--- src/rtl/vce_pkg.sv ---
// Shared definitions for the VCE palette loader: register indices,
// colour RAM word type and the state encodings of both FSMs.
package vce_pkg;

    localparam logic [2:0] VCE_CR     = 3'd0;
    localparam logic [2:0] VCE_CTA_LO = 3'd2;
    localparam logic [2:0] VCE_CTA_HI = 3'd3;
    localparam logic [2:0] VCE_CTW_LO = 3'd4;
    localparam logic [2:0] VCE_CTW_HI = 3'd5;

    // Palette word layout: G[8:6] R[5:3] B[2:0]
    typedef logic [8:0] cram_word_t;

    typedef enum logic [2:0] {
        LD_IDLE,
        LD_ADDR_LO,
        LD_ADDR_HI,
        LD_FETCH,
        LD_WAIT_DATA,
        LD_DATA_LO,
        LD_DATA_HI,
        LD_DONE
    } ld_state_t;

    typedef enum logic [1:0] {
        BW_IDLE,
        BW_STROBE,
        BW_RECOVER,
        BW_DESEL
    } bw_state_t;

    // Upper byte of a 9-bit value as the VCE expects it on the high register.
    function automatic logic [7:0] hi_byte(input cram_word_t w);
        return {7'b0, w[8]};
    endfunction

endpackage

--- src/rtl/vce_bus_write.sv ---
// Single VCE MMIO write engine: SETUP (waits for grant), STROBE with
// WR_n low, RECOVER with WR_n high, then one deselect cycle with ack.
//
// state      | meaning
// -----------+-----------------------------------------------------------
// BW_IDLE    | no write; while req is high this is the SETUP phase
// BW_STROBE  | WR_n low, counting STROBE_CYCLES down to terminal count
// BW_RECOVER | WR_n high, selects and data held, counting down again
// BW_DESEL   | CS_n high, D_oe low, ack pulse to the sequencer
module vce_bus_write
    import vce_pkg::*;
#(
    parameter int STROBE_CYCLES = 6
) (
    input  logic       clock,
    input  logic       reset,
    input  logic       req,
    input  logic [2:0] addr,
    input  logic [7:0] data,
    input  logic       bus_gnt,
    output logic       ack,
    output logic [2:0] A,
    output logic [7:0] D_out,
    output logic       D_oe,
    output logic       WR_n,
    output logic       CS_n
);

    localparam int CW = $clog2(STROBE_CYCLES + 1);
    localparam logic [CW-1:0] CNT_LOAD = CW'(STROBE_CYCLES - 1);

    bw_state_t     state;
    bw_state_t     state_nx;
    logic [CW-1:0] cnt;
    logic [CW-1:0] cnt_nx;

    // State and phase timer registers.
    always_ff @(posedge clock) begin
        if (reset) begin
            state <= BW_IDLE;
            cnt   <= '0;
        end else begin
            state <= state_nx;
            cnt   <= cnt_nx;
        end
    end

    // Phase sequencing; grant only matters while waiting in SETUP.
    always_comb begin
        state_nx = state;
        cnt_nx   = cnt;
        case (state)
            BW_IDLE: begin
                if (req && bus_gnt) begin
                    state_nx = BW_STROBE;
                    cnt_nx   = CNT_LOAD;
                end
            end
            BW_STROBE: begin
                if (cnt == '0) begin
                    state_nx = BW_RECOVER;
                    cnt_nx   = CNT_LOAD;
                end else begin
                    cnt_nx = cnt - 1'b1;
                end
            end
            BW_RECOVER: begin
                if (cnt == '0) begin
                    state_nx = BW_DESEL;
                end else begin
                    cnt_nx = cnt - 1'b1;
                end
            end
            BW_DESEL: begin
                state_nx = BW_IDLE;
            end
            default: begin
                state_nx = BW_IDLE;
            end
        endcase
    end

    // Bus pin decode; A and D follow the request for the whole transaction.
    always_comb begin
        ack   = 1'b0;
        A     = 3'd0;
        D_out = 8'd0;
        D_oe  = 1'b0;
        WR_n  = 1'b1;
        CS_n  = 1'b1;
        case (state)
            BW_IDLE: begin
                if (req) begin
                    A     = addr;
                    D_out = data;
                    D_oe  = 1'b1;
                    CS_n  = 1'b0;
                end
            end
            BW_STROBE: begin
                A     = addr;
                D_out = data;
                D_oe  = 1'b1;
                CS_n  = 1'b0;
                WR_n  = 1'b0;
            end
            BW_RECOVER: begin
                A     = addr;
                D_out = data;
                D_oe  = 1'b1;
                CS_n  = 1'b0;
            end
            BW_DESEL: begin
                A     = addr;
                D_out = data;
                ack   = 1'b1;
            end
            default: begin
                ack = 1'b0;
            end
        endcase
    end

endmodule

--- src/rtl/vce_palette_loader.sv ---
// Boot-time palette loader: streams a palette from a synchronous source
// memory into VCE colour RAM via CTA low/high then CTW low/high per entry.
//
// state        | meaning
// -------------+---------------------------------------------------------
// LD_IDLE      | waiting for start
// LD_ADDR_LO   | write CTA low byte with START_ADDR[7:0]
// LD_ADDR_HI   | write CTA high bit with START_ADDR[8]
// LD_FETCH     | source read of entry `count`
// LD_WAIT_DATA | capture source word into hold register
// LD_DATA_LO   | write CTW low byte
// LD_DATA_HI   | write CTW high bit; VCE auto-increments CTA
// LD_DONE      | one-cycle done pulse
module vce_palette_loader
    import vce_pkg::*;
#(
    parameter int         STROBE_CYCLES = 6,
    parameter int         NUM_ENTRIES   = 512,
    parameter logic [8:0] START_ADDR    = 9'h000
) (
    input  logic       clock,
    input  logic       reset,
    input  logic       start,
    output logic       busy,
    output logic       done,
    output logic       bus_req,
    input  logic       bus_gnt,
    output logic [8:0] src_addr,
    output logic       src_rd,
    input  logic [8:0] src_data,
    output logic [2:0] A,
    output logic [7:0] D_out,
    output logic       D_oe,
    output logic       RD_n,
    output logic       WR_n,
    output logic       CS_n
);

    localparam logic [8:0] LAST_IDX = 9'(NUM_ENTRIES - 1);

    ld_state_t  state;
    ld_state_t  state_nx;
    logic [8:0] count;
    cram_word_t hold;
    logic       wr_req;
    logic [2:0] wr_addr;
    logic [7:0] wr_data;
    logic       wr_ack;

    // Sequencer state register.
    always_ff @(posedge clock) begin
        if (reset) begin
            state <= LD_IDLE;
        end else begin
            state <= state_nx;
        end
    end

    // Entry counter and source word hold register.
    always_ff @(posedge clock) begin
        if (reset) begin
            count <= '0;
            hold  <= '0;
        end else begin
            if (state == LD_IDLE && start) begin
                count <= '0;
            end else if (state == LD_DATA_HI && wr_ack && count != LAST_IDX) begin
                count <= count + 1'b1;
            end
            if (state == LD_WAIT_DATA) begin
                hold <= src_data;
            end
        end
    end

    // Next-state logic; write states advance on the engine's ack.
    always_comb begin
        state_nx = state;
        case (state)
            LD_IDLE:      if (start)  state_nx = LD_ADDR_LO;
            LD_ADDR_LO:   if (wr_ack) state_nx = LD_ADDR_HI;
            LD_ADDR_HI:   if (wr_ack) state_nx = LD_FETCH;
            LD_FETCH:                 state_nx = LD_WAIT_DATA;
            LD_WAIT_DATA:             state_nx = LD_DATA_LO;
            LD_DATA_LO:   if (wr_ack) state_nx = LD_DATA_HI;
            LD_DATA_HI: begin
                if (wr_ack) begin
                    state_nx = (count == LAST_IDX) ? LD_DONE : LD_FETCH;
                end
            end
            LD_DONE:                  state_nx = LD_IDLE;
            default:                  state_nx = LD_IDLE;
        endcase
    end

    // Status, source read and write-request decode.
    always_comb begin
        busy     = (state != LD_IDLE) && (state != LD_DONE);
        bus_req  = busy;
        done     = (state == LD_DONE);
        src_rd   = (state == LD_FETCH);
        src_addr = (state == LD_FETCH) ? count : 9'd0;
        wr_req   = 1'b0;
        wr_addr  = VCE_CR;
        wr_data  = 8'd0;
        case (state)
            LD_ADDR_LO: begin
                wr_req  = 1'b1;
                wr_addr = VCE_CTA_LO;
                wr_data = START_ADDR[7:0];
            end
            LD_ADDR_HI: begin
                wr_req  = 1'b1;
                wr_addr = VCE_CTA_HI;
                wr_data = hi_byte(START_ADDR);
            end
            LD_DATA_LO: begin
                wr_req  = 1'b1;
                wr_addr = VCE_CTW_LO;
                wr_data = hold[7:0];
            end
            LD_DATA_HI: begin
                wr_req  = 1'b1;
                wr_addr = VCE_CTW_HI;
                wr_data = hi_byte(hold);
            end
            default: begin
                wr_req = 1'b0;
            end
        endcase
    end

    assign RD_n = 1'b1;

    vce_bus_write #(
        .STROBE_CYCLES (STROBE_CYCLES)
    ) u_bus_write (
        .clock   (clock),
        .reset   (reset),
        .req     (wr_req),
        .addr    (wr_addr),
        .data    (wr_data),
        .bus_gnt (bus_gnt),
        .ack     (wr_ack),
        .A       (A),
        .D_out   (D_out),
        .D_oe    (D_oe),
        .WR_n    (WR_n),
        .CS_n    (CS_n)
    );

endmodule

--- config.mk ---
export PLATFORM = sky130hd
export DESIGN_NAME = vce_palette_loader
export DESIGN_NICKNAME = d
export VERILOG_FILES = /design/src/rtl/vce_pkg.sv /design/src/rtl/vce_bus_write.sv /design/src/rtl/vce_palette_loader.sv
export SDC_FILE = /design/constraint.sdc
export NUM_CORES = 1
export LEC_CHECK = 0
export CAP_MARGIN = 10
export CORE_MARGIN = 1.5
export CORE_UTILIZATION = 51
export DETAILED_ROUTE_END_ITERATION = 16
export PLACE_DENSITY_LB_ADDON = 0.12
export SETUP_SLACK_MARGIN = 0.05
export SLEW_MARGIN = 20
export SYNTH_ARGS = -nofsm -noshare
export SYNTH_HDL_FRONTEND = slang
export SYNTH_SLANG_ARGS = --single-unit
export TNS_END_PERCENT = 10
--- constraint.sdc ---
create_clock -name clock -period 3.3 [get_ports clock]
set_input_delay 0.825 -clock clock [delete_from_list [all_inputs] [get_ports clock]]
set_output_delay 0.825 -clock clock [all_outputs]
set_load 0.01 [all_outputs]
# [After elaboration in Yosys (flattened, before gate mapping)]
# Cells that the tools add are included.
[word_totals] ff_bits=26 input_bits=13 wordCells=75 out_inout_bits=28
[op_classes] add_sub_neg=2 reduce_logical=17 eq_ne=22 mux=29
[op_table] cell="$pmux 8 s2" count=2
[op_table] cell="$mux 3" count=10
[op_table] cell="$pmux 3 s8" count=1
[op_table] cell="$eq 3x3->1 const B" count=4
[op_table] cell="$ne 2x2->1 const B" count=6
[op_table] cell="$pmux 3 s4" count=1
[op_table] cell="$add 9x1->9 const B" count=1
[op_table] cell="$eq 9x9->1 const B" count=1
[op_table] cell="$mux 9" count=1
[op_table] cell="$ne 9x9->1 const B" count=1
[op_table] cell="$pmux 3 s3" count=1
[op_table] cell="$mux 8" count=1
[op_table] cell="$pmux 2 s4" count=1
[op_table] cell="$eq 3x2->1 const B" count=2
[op_table] cell="$logic_not 3->1" count=2
[op_table] cell="$mux 2" count=3
[op_table] cell="$ne 2x1->1 const B" count=3
[op_table] cell="$pmux 3 s2" count=1
[op_table] cell="$reduce_and 3->1" count=2
[op_table] cell="$reduce_bool 3->1" count=2
[op_table] cell="$logic_and 1x1->1" count=5
[op_table] cell="$mux 1" count=5
[op_table] cell="$reduce_and 5->1" count=1
[op_table] cell="$eq 2x2->1 const B" count=2
[op_table] cell="9 further kinds" count=11

# [Longest topological paths before layout]
# Gate-level depths: netlist of run 1.
[logic_depth] depth_word=6 depth_mapped=10 depth_no_buf=9

# [Modules after synthesis]
# Synthesis of run 1 repeated with hierarchy kept, for this count alone.
[hier_totals] hier_cells=190 hier_area_um2=1662.8
[by_module_without_submodules] module="vce_palette_loader" cells_per_inst=133 area_each_um2=1154.9 n_inst=1
[by_module_without_submodules] module="vce_bus_write" cells_per_inst=57 area_each_um2=508.0 n_inst=1

# [Least setup slack after synthesis of run 1]
# Ideal clock, no wire load.
[synth_timing] path_type="register to output" start="register state[1]" end="output port D_out[0]" stages_incl_launch_ff=5 slack_ps=1340 arrival_time_ps=1135 required_ps=2475 path_cell_list="dfxtp_1 buf_2 nor2b_1 a22oi_1 nor2_1"
[synth_between] elab_chain_len=5
[synth_rtl] element="start: declaration" line_no="vce_palette_loader.sv:41" text="ld_state_t state;"
[synth_rtl] element="start signal: assignment" line_no="vce_palette_loader.sv:55" text="state <= state_nx;"
[synth_rtl] element="$eq 3x3->1, or another cell as far along" line_no="vce_palette_loader.sv:106" text="case (state)"
[synth_rtl] element="$reduce_or 4->1 (no source line)"
[synth_rtl] element="$mux 1" line_no="vce_palette_loader.sv:106"
[synth_rtl] element="$mux 8" line_no="vce_bus_write.sv:93" text="if (req) begin"
[synth_rtl] element="$pmux 8 s2 (*)" line_no="vce_bus_write.sv:91" text="case (state)"
[synth_rtl] element="end: declaration" line_no="vce_palette_loader.sv:32" text="output logic [7:0] D_out,"
# Mark *: on every way between the ends. The rest lies on a longest branch, timed or not.

# [Worst setup path in the final report of run 1]
[layout_timing] start="register state[0]" end="output port D_out[0]"
# The elaborated chain is that of the path after synthesis.

==> results.sh, run 1 <==
export IMPL_status="completed"
export IMPL_h_tree_depth=1
export IMPL_core_um2=2760
export IMPL_syn_num_nets=210
export IMPL_worstPathMaxFanout=13
export IMPL_vdd_ir_drop_max_uv=591
export IMPL_synth_top_flop_cell="dfxtp_1"
export IMPL_min_path_cells=2
export IMPL_endpoint_kind="output pin"
export IMPL_clk_transition_reported_paths_ns=0.14
export IMPL_required_ns=2.47
export IMPL_drt_wl_total_um=3260
export IMPL_postRouteAntennaNets=0
export IMPL_boundaryPins=41
export IMPL_viasPerCell=5.46
export IMPL_crit_arrival_ns=2.08
export IMPL_wire_per_inst_um=12.9
export IMPL_synth_edf_count=0
export IMPL_max_freq_mhz=344
export IMPL_grtUsageTotal=0.216
export IMPL_fin_crit_sh=0.881
export IMPL_ys_seq_elements=26
export IMPL_total_power_mw=0.875
export IMPL_hold_class="register to register"
export IMPL_die_area_um2=3250
export IMPL_die_h_um=57.0
export IMPL_tns_ns=0
export IMPL_antenna_diode_count=0
export IMPL_post_route_drc_count=0
export IMPL_numCtsBuffers=3
export IMPL_yosys_warnings=0
export IMPL_maxCapViolCount=0
export IMPL_drt_iter0_drc=48
export IMPL_hold_slack_ns=0.460
export IMPL_synth_seq_area_share=0.350
export IMPL_crit_type="register to output pin"
export IMPL_mostFrequentLayoutCell="clkdlybuf4s50_1"
export IMPL_synthTopCellsByArea="dfxtp_1 (35%), ha_1 (7.6%), nand2_1 (6.8%), a21oi_1 (6.1%), xor2_1 (4.7%)"
export IMPL_pre_cts_ws_ns=0.762
export IMPL_grt_first_pass_wirelength_um=5680
export IMPL_clk_path_buf_depth=2
export IMPL_finClkSkew_ns=0.00135
export IMPL_tightest_slew_ns=0.551
export IMPL_ctsResizeCount=0
export IMPL_port_buffers=39
export IMPL_r2r_slack_ns=1.30
export IMPL_rsz0062_at_grt="no"
export IMPL_ys_types=41
export IMPL_antenna_found_initial=0
export IMPL_clockRootBuffer="clkbuf_4"
export IMPL_cts_tree="built"
export IMPL_grt_pass1_vias=1314
export IMPL_finalMaxSlewViolations=0
export IMPL_gp_congestion=0.872
export IMPL_vias=1382
export IMPL_setup_ws_ns=0.391
export IMPL_final_cell_mix="clkdlybuf4s50_1 (39), nand2_1 (27), dfxtp_1 (26)"
export IMPL_clkSinkCount=26
export IMPL_rows=19
export IMPL_synth_area_um2=1490
export IMPL_hpwl_um=2420
export IMPL_initial_utilization=0.539
export IMPL_clk_latency_ns=0.31
export IMPL_nets=246
export IMPL_min_period_ns=2.91
export IMPL_p_leak_nw=0.757
export IMPL_die_w_um=57.0
export IMPL_synthArstFlopShare=0
export IMPL_firstDrtPassIters=4
export IMPL_post_synth_top_area_fraction=0.350
export IMPL_post_cts_buffers=0
export IMPL_synth_top_cell_by_area="dfxtp_1"
export IMPL_setup_viol=0
export IMPL_area_delta_synth_final_pct=27.8
export IMPL_final_layout_size_suffix_gt1_frac=0.0495
export IMPL_cts_hold_buf=0
export IMPL_power_density_nw_per_um2=460
export IMPL_relSlewSlack=0.631
export IMPL_grt_max_degree=21
export IMPL_startpoint_type="register"
export IMPL_finalHoldViolations=0
export IMPL_reg2regPathDepth=9
export IMPL_netlist_instances=188
export IMPL_avgSynthCellArea_um2=7.91
export IMPL_grt_ovfl_total=0
cells in the mapped netlist, types with 3 or more instances:
cell type and count:
nand2_1 27, and3_1 11, nor3_1 3, o21ai_0 3, xor2_1 8, ha_1 9
nor2b_1 4, buf_2 6, dfxtp_1 26, nand4_1 4, nor2_1 18, and2_1 11
a21oi_1 18, inv_1 7, nand3_1 4
worst max-delay path: stages, from the launching register on:
cell and delay (ns):
dfxtp_1 0.59, nor2b_2 0.39, a22oi_1 0.14, nor2_1 0.10, clkdlybuf4s50_1 0.56
layout make-up:
cell class                      count  area (µm²)
Multi-Input combinational cell    144         885
Fill cell                         234         856
Sequential cell                    26         520
Timing Repair Buffer               41         405
Tap cell                           31        38.8
Inverter                            8        30.0
Clock buffer                        3        22.5
routing by layer:
layer / GRT usage / vias up / wire [µm]
met3: 0.0431 / 2 / 174
met4: 0.0664 / 0 / 17
met5: 0 / - / 0
met2: 0.376 / 30 / 1620
met1: 0.269 / 645 / 1440
li1: - / 705 / -
final timing paths:
path | end | start
worst min-delay path | hold[4] | hold[4]
worst max-delay path | D_out[0] | state[0]
worst min register to register | hold[4] | hold[4]
worst max register to register | count[6] | count[0]
report_power, final:
group          switching (mW)  leakage (nW)  internal (mW)
clock                  0.0926        0.0138         0.0427
combinational           0.205         0.532          0.170
sequential             0.0274         0.210          0.337
logic make-up (layout without fill, tap and decap cells):
kind of cell | count (synthesis) | in the layout | synth area share
buf+inv | 18 | 52 | 0.0555
simple gates | 90 | 90 | 0.310
xor+xnor | 9 | 9 | 0.0530
compound gates | 35 | 35 | 0.154
other cells | 1 | 1 | 0.00252
fa+ha+maj | 9 | 9 | 0.0757
flops | 26 | 26 | 0.350
sequential cells by signal (all words and copies together) (netlist names):
name and cells:
count 9, hold 9, state 3, u_bus_write.cnt 3, u_bus_write.state 2
stage by stage:
step | utilization | instances | cell area [µm²]
2_1_floorplan | - | 188 | 1490
3_3_place_gp | 0.681 | 250 | 1880
3_5_place_dp | 0.681 | 250 | 1880
4_1_cts | 0.690 | 253 | 1900
5_1_grt | 0.690 | 253 | 1900
6_report | 0.690 | 253 | 1900
Power figures use the tool's default switching activity.
==> inputs of run 2 (changes only) <==
Settings changed: CORE_MARGIN 1.5 to 3.
==> run 2 against run 1 <==
Via count rose by 4.2%. Die area rose by 11%. Sequential power barely moved. Global-route usage fell by 0.57 points. Clock skew rose by 0.010 ns. Register-to-register slack got worse by 0.06 ns. Largest cell class unchanged. Highest routed layer unchanged.
==> results.sh, run 2 (same netlist as run 1, synthesis figures left out) <==
export IMPL_status="completed"
export IMPL_nFillCells=217
export IMPL_required_ns=2.47
export IMPL_clockRootBuffer="clkbuf_4"
export IMPL_grt_first_pass_wirelength_um=5720
export IMPL_vdd_ir_drop_max_uv=549
export IMPL_cts_tree="built"
export IMPL_setup_viol=0
export IMPL_finClkSkew_ns=0.0115
export IMPL_grt_ovfl_total=0
export IMPL_final_layout_size_suffix_gt1_frac=0.0495
export IMPL_initial_utilization=0.569
export IMPL_firstDrtPassIters=4
export IMPL_clkSinkCount=26
export IMPL_wire_per_inst_um=14.2
export IMPL_finalMaxSlewViolations=0
export IMPL_hpwl_um=2530
export IMPL_rows=18
export IMPL_stdcell_area_um2=1920
export IMPL_viasPerCell=5.71
export IMPL_vias=1440
export IMPL_maxCapViolCount=0
export IMPL_antenna_found_initial=0
export IMPL_antenna_diode_count=0
export IMPL_fin_crit_sh=0.891
export IMPL_final_cell_mix="clkdlybuf4s50_1 (39), nand2_1 (27), dfxtp_1 (26)"
export IMPL_power_density_nw_per_um2=505
export IMPL_grt_pass1_vias=1275
export IMPL_cp_cell_sequence="and3_1, and2_1, clkdlybuf4s50_1"
export IMPL_h_tree_depth=1
export IMPL_crit_type="register to output pin"
export IMPL_nets=245
export IMPL_p_leak_nw=0.766
export IMPL_max_freq_mhz=340
export IMPL_crit_buf_inv=1
export IMPL_clk_path_buf_depth=2
export IMPL_reg2regPathDepth=9
export IMPL_finalHoldViolations=0
export IMPL_die_h_um=60.0
export IMPL_drt_met1_wl_um=1610
export IMPL_rsz0062_at_grt="no"
export IMPL_min_period_ns=2.94
export IMPL_wl_met3_um=253
export IMPL_postRouteAntennaNets=0
export IMPL_reg_top3="count (9), hold (9)"
export IMPL_hold_class="register to register"
export IMPL_grtUsageTotal=0.210
export IMPL_dp_cells=248
export IMPL_top_layer_used="met4"
export IMPL_mostFrequentLayoutCell="clkdlybuf4s50_1"
export IMPL_place_area_um2=1870
export IMPL_tightest_slew_ns=0.617
export IMPL_die_area_um2=3600
export IMPL_cp_top_family="flip-flops"
export IMPL_min_path_cells=2
export IMPL_fin_cells=252
export IMPL_gp_congestion=0.827
export IMPL_area_delta_synth_final_pct=29.3
export IMPL_endpoint_kind="output pin"
export IMPL_numCtsBuffers=3
export IMPL_drt_wl_total_um=3580
export IMPL_die_w_um=60.0
export IMPL_clk_transition_reported_paths_ns=0.15
export IMPL_worst_path_stages=3
export IMPL_cts_hold_buf=0
export IMPL_ctsResizeCount=0
export IMPL_post_cts_buffers=0
export IMPL_post_route_drc_count=0
export IMPL_tns_ns=0
export IMPL_port_buffers=39
export IMPL_cpPeakStageDelay_ns=0.61
export IMPL_boundaryPins=41
export IMPL_grt_max_degree=21
export IMPL_crit_arrival_ns=2.11
export IMPL_drt_iter0_drc=69
export IMPL_layout_area_seq_um2=520
export IMPL_core_um2=2610
export IMPL_startpoint_type="register"
export IMPL_multi_input_area_um2=885
export IMPL_met2_length_um=1670
export IMPL_clk_latency_ns=0.34
export IMPL_worst_path_max_delay_cell="dfxtp_1"
export IMPL_worstPathMaxFanout=13
export IMPL_relSlewSlack=0.588
-- run 2: routing by layer --
metal | up-vias | global-route usage
li1 | 711 | -
met1 | 668 | 0.274
met2 | 55 | 0.338
met3 | 6 | 0.0540
met4 | 0 | 0.0665
met5 | - | 0
-- run 2: cell type report --
type / instances / share of cell area
Timing Repair Buffer: 40 / 0.207
Inverter: 8 / 0.0156
Tap cell: 30 / 0.0195
Clock inverter: 1 / 0.0156
Clock buffer: 3 / 0.0117
Multi-Input combinational cell: 144 / 0.460
Sequential cell: 26 / 0.271
-- run 2: path summary, 6_finish.rpt --
path                 endpoint      from  slack, ns
hold reg to reg       hold[5]   hold[5]       0.46
setup reg to reg     count[7]  count[0]       1.24
hold / removal        hold[5]   hold[5]       0.46
setup / recovery  src_addr[0]  state[1]       0.36
-- run 2: through the flow --
step           utilization  hold slack [ns]  power, mW  worst slack (ns)
6_report             0.736            0.465      0.972             0.361
5_1_grt              0.736            0.486       1.03             0.182
4_1_cts              0.736            0.464      0.969             0.359
3_5_place_dp         0.716            0.445      0.746             0.768
3_3_place_gp         0.716            0.439      0.726             0.808
2_1_floorplan            -            0.430      0.618              1.34
-- run 2: power by group --
part,leakage (nW),internal [mW],switching (mW),total [mW]
clock,0.0279,0.123,0.101,0.224
sequential,0.210,0.337,0.0260,0.363
combinational,0.527,0.170,0.214,0.384
-- run 2: worst register-to-register path: stages (launching register included) --
cell       delay (ns)
dfxtp_1          0.37
ha_1             0.22
and2_1           0.19
nand2_1          0.07
nor2_1           0.04
ha_1             0.18
and4bb_1         0.48
nand4bb_1        0.18
xor2_1           0.16
nor2_1           0.05
==> inputs of run 3 (changes only) <==
Settings changed: SLEW_MARGIN 20 to 5.
==> results of run 3 <==
No change in the layout: final DEF, timing and power equal those of run 2.
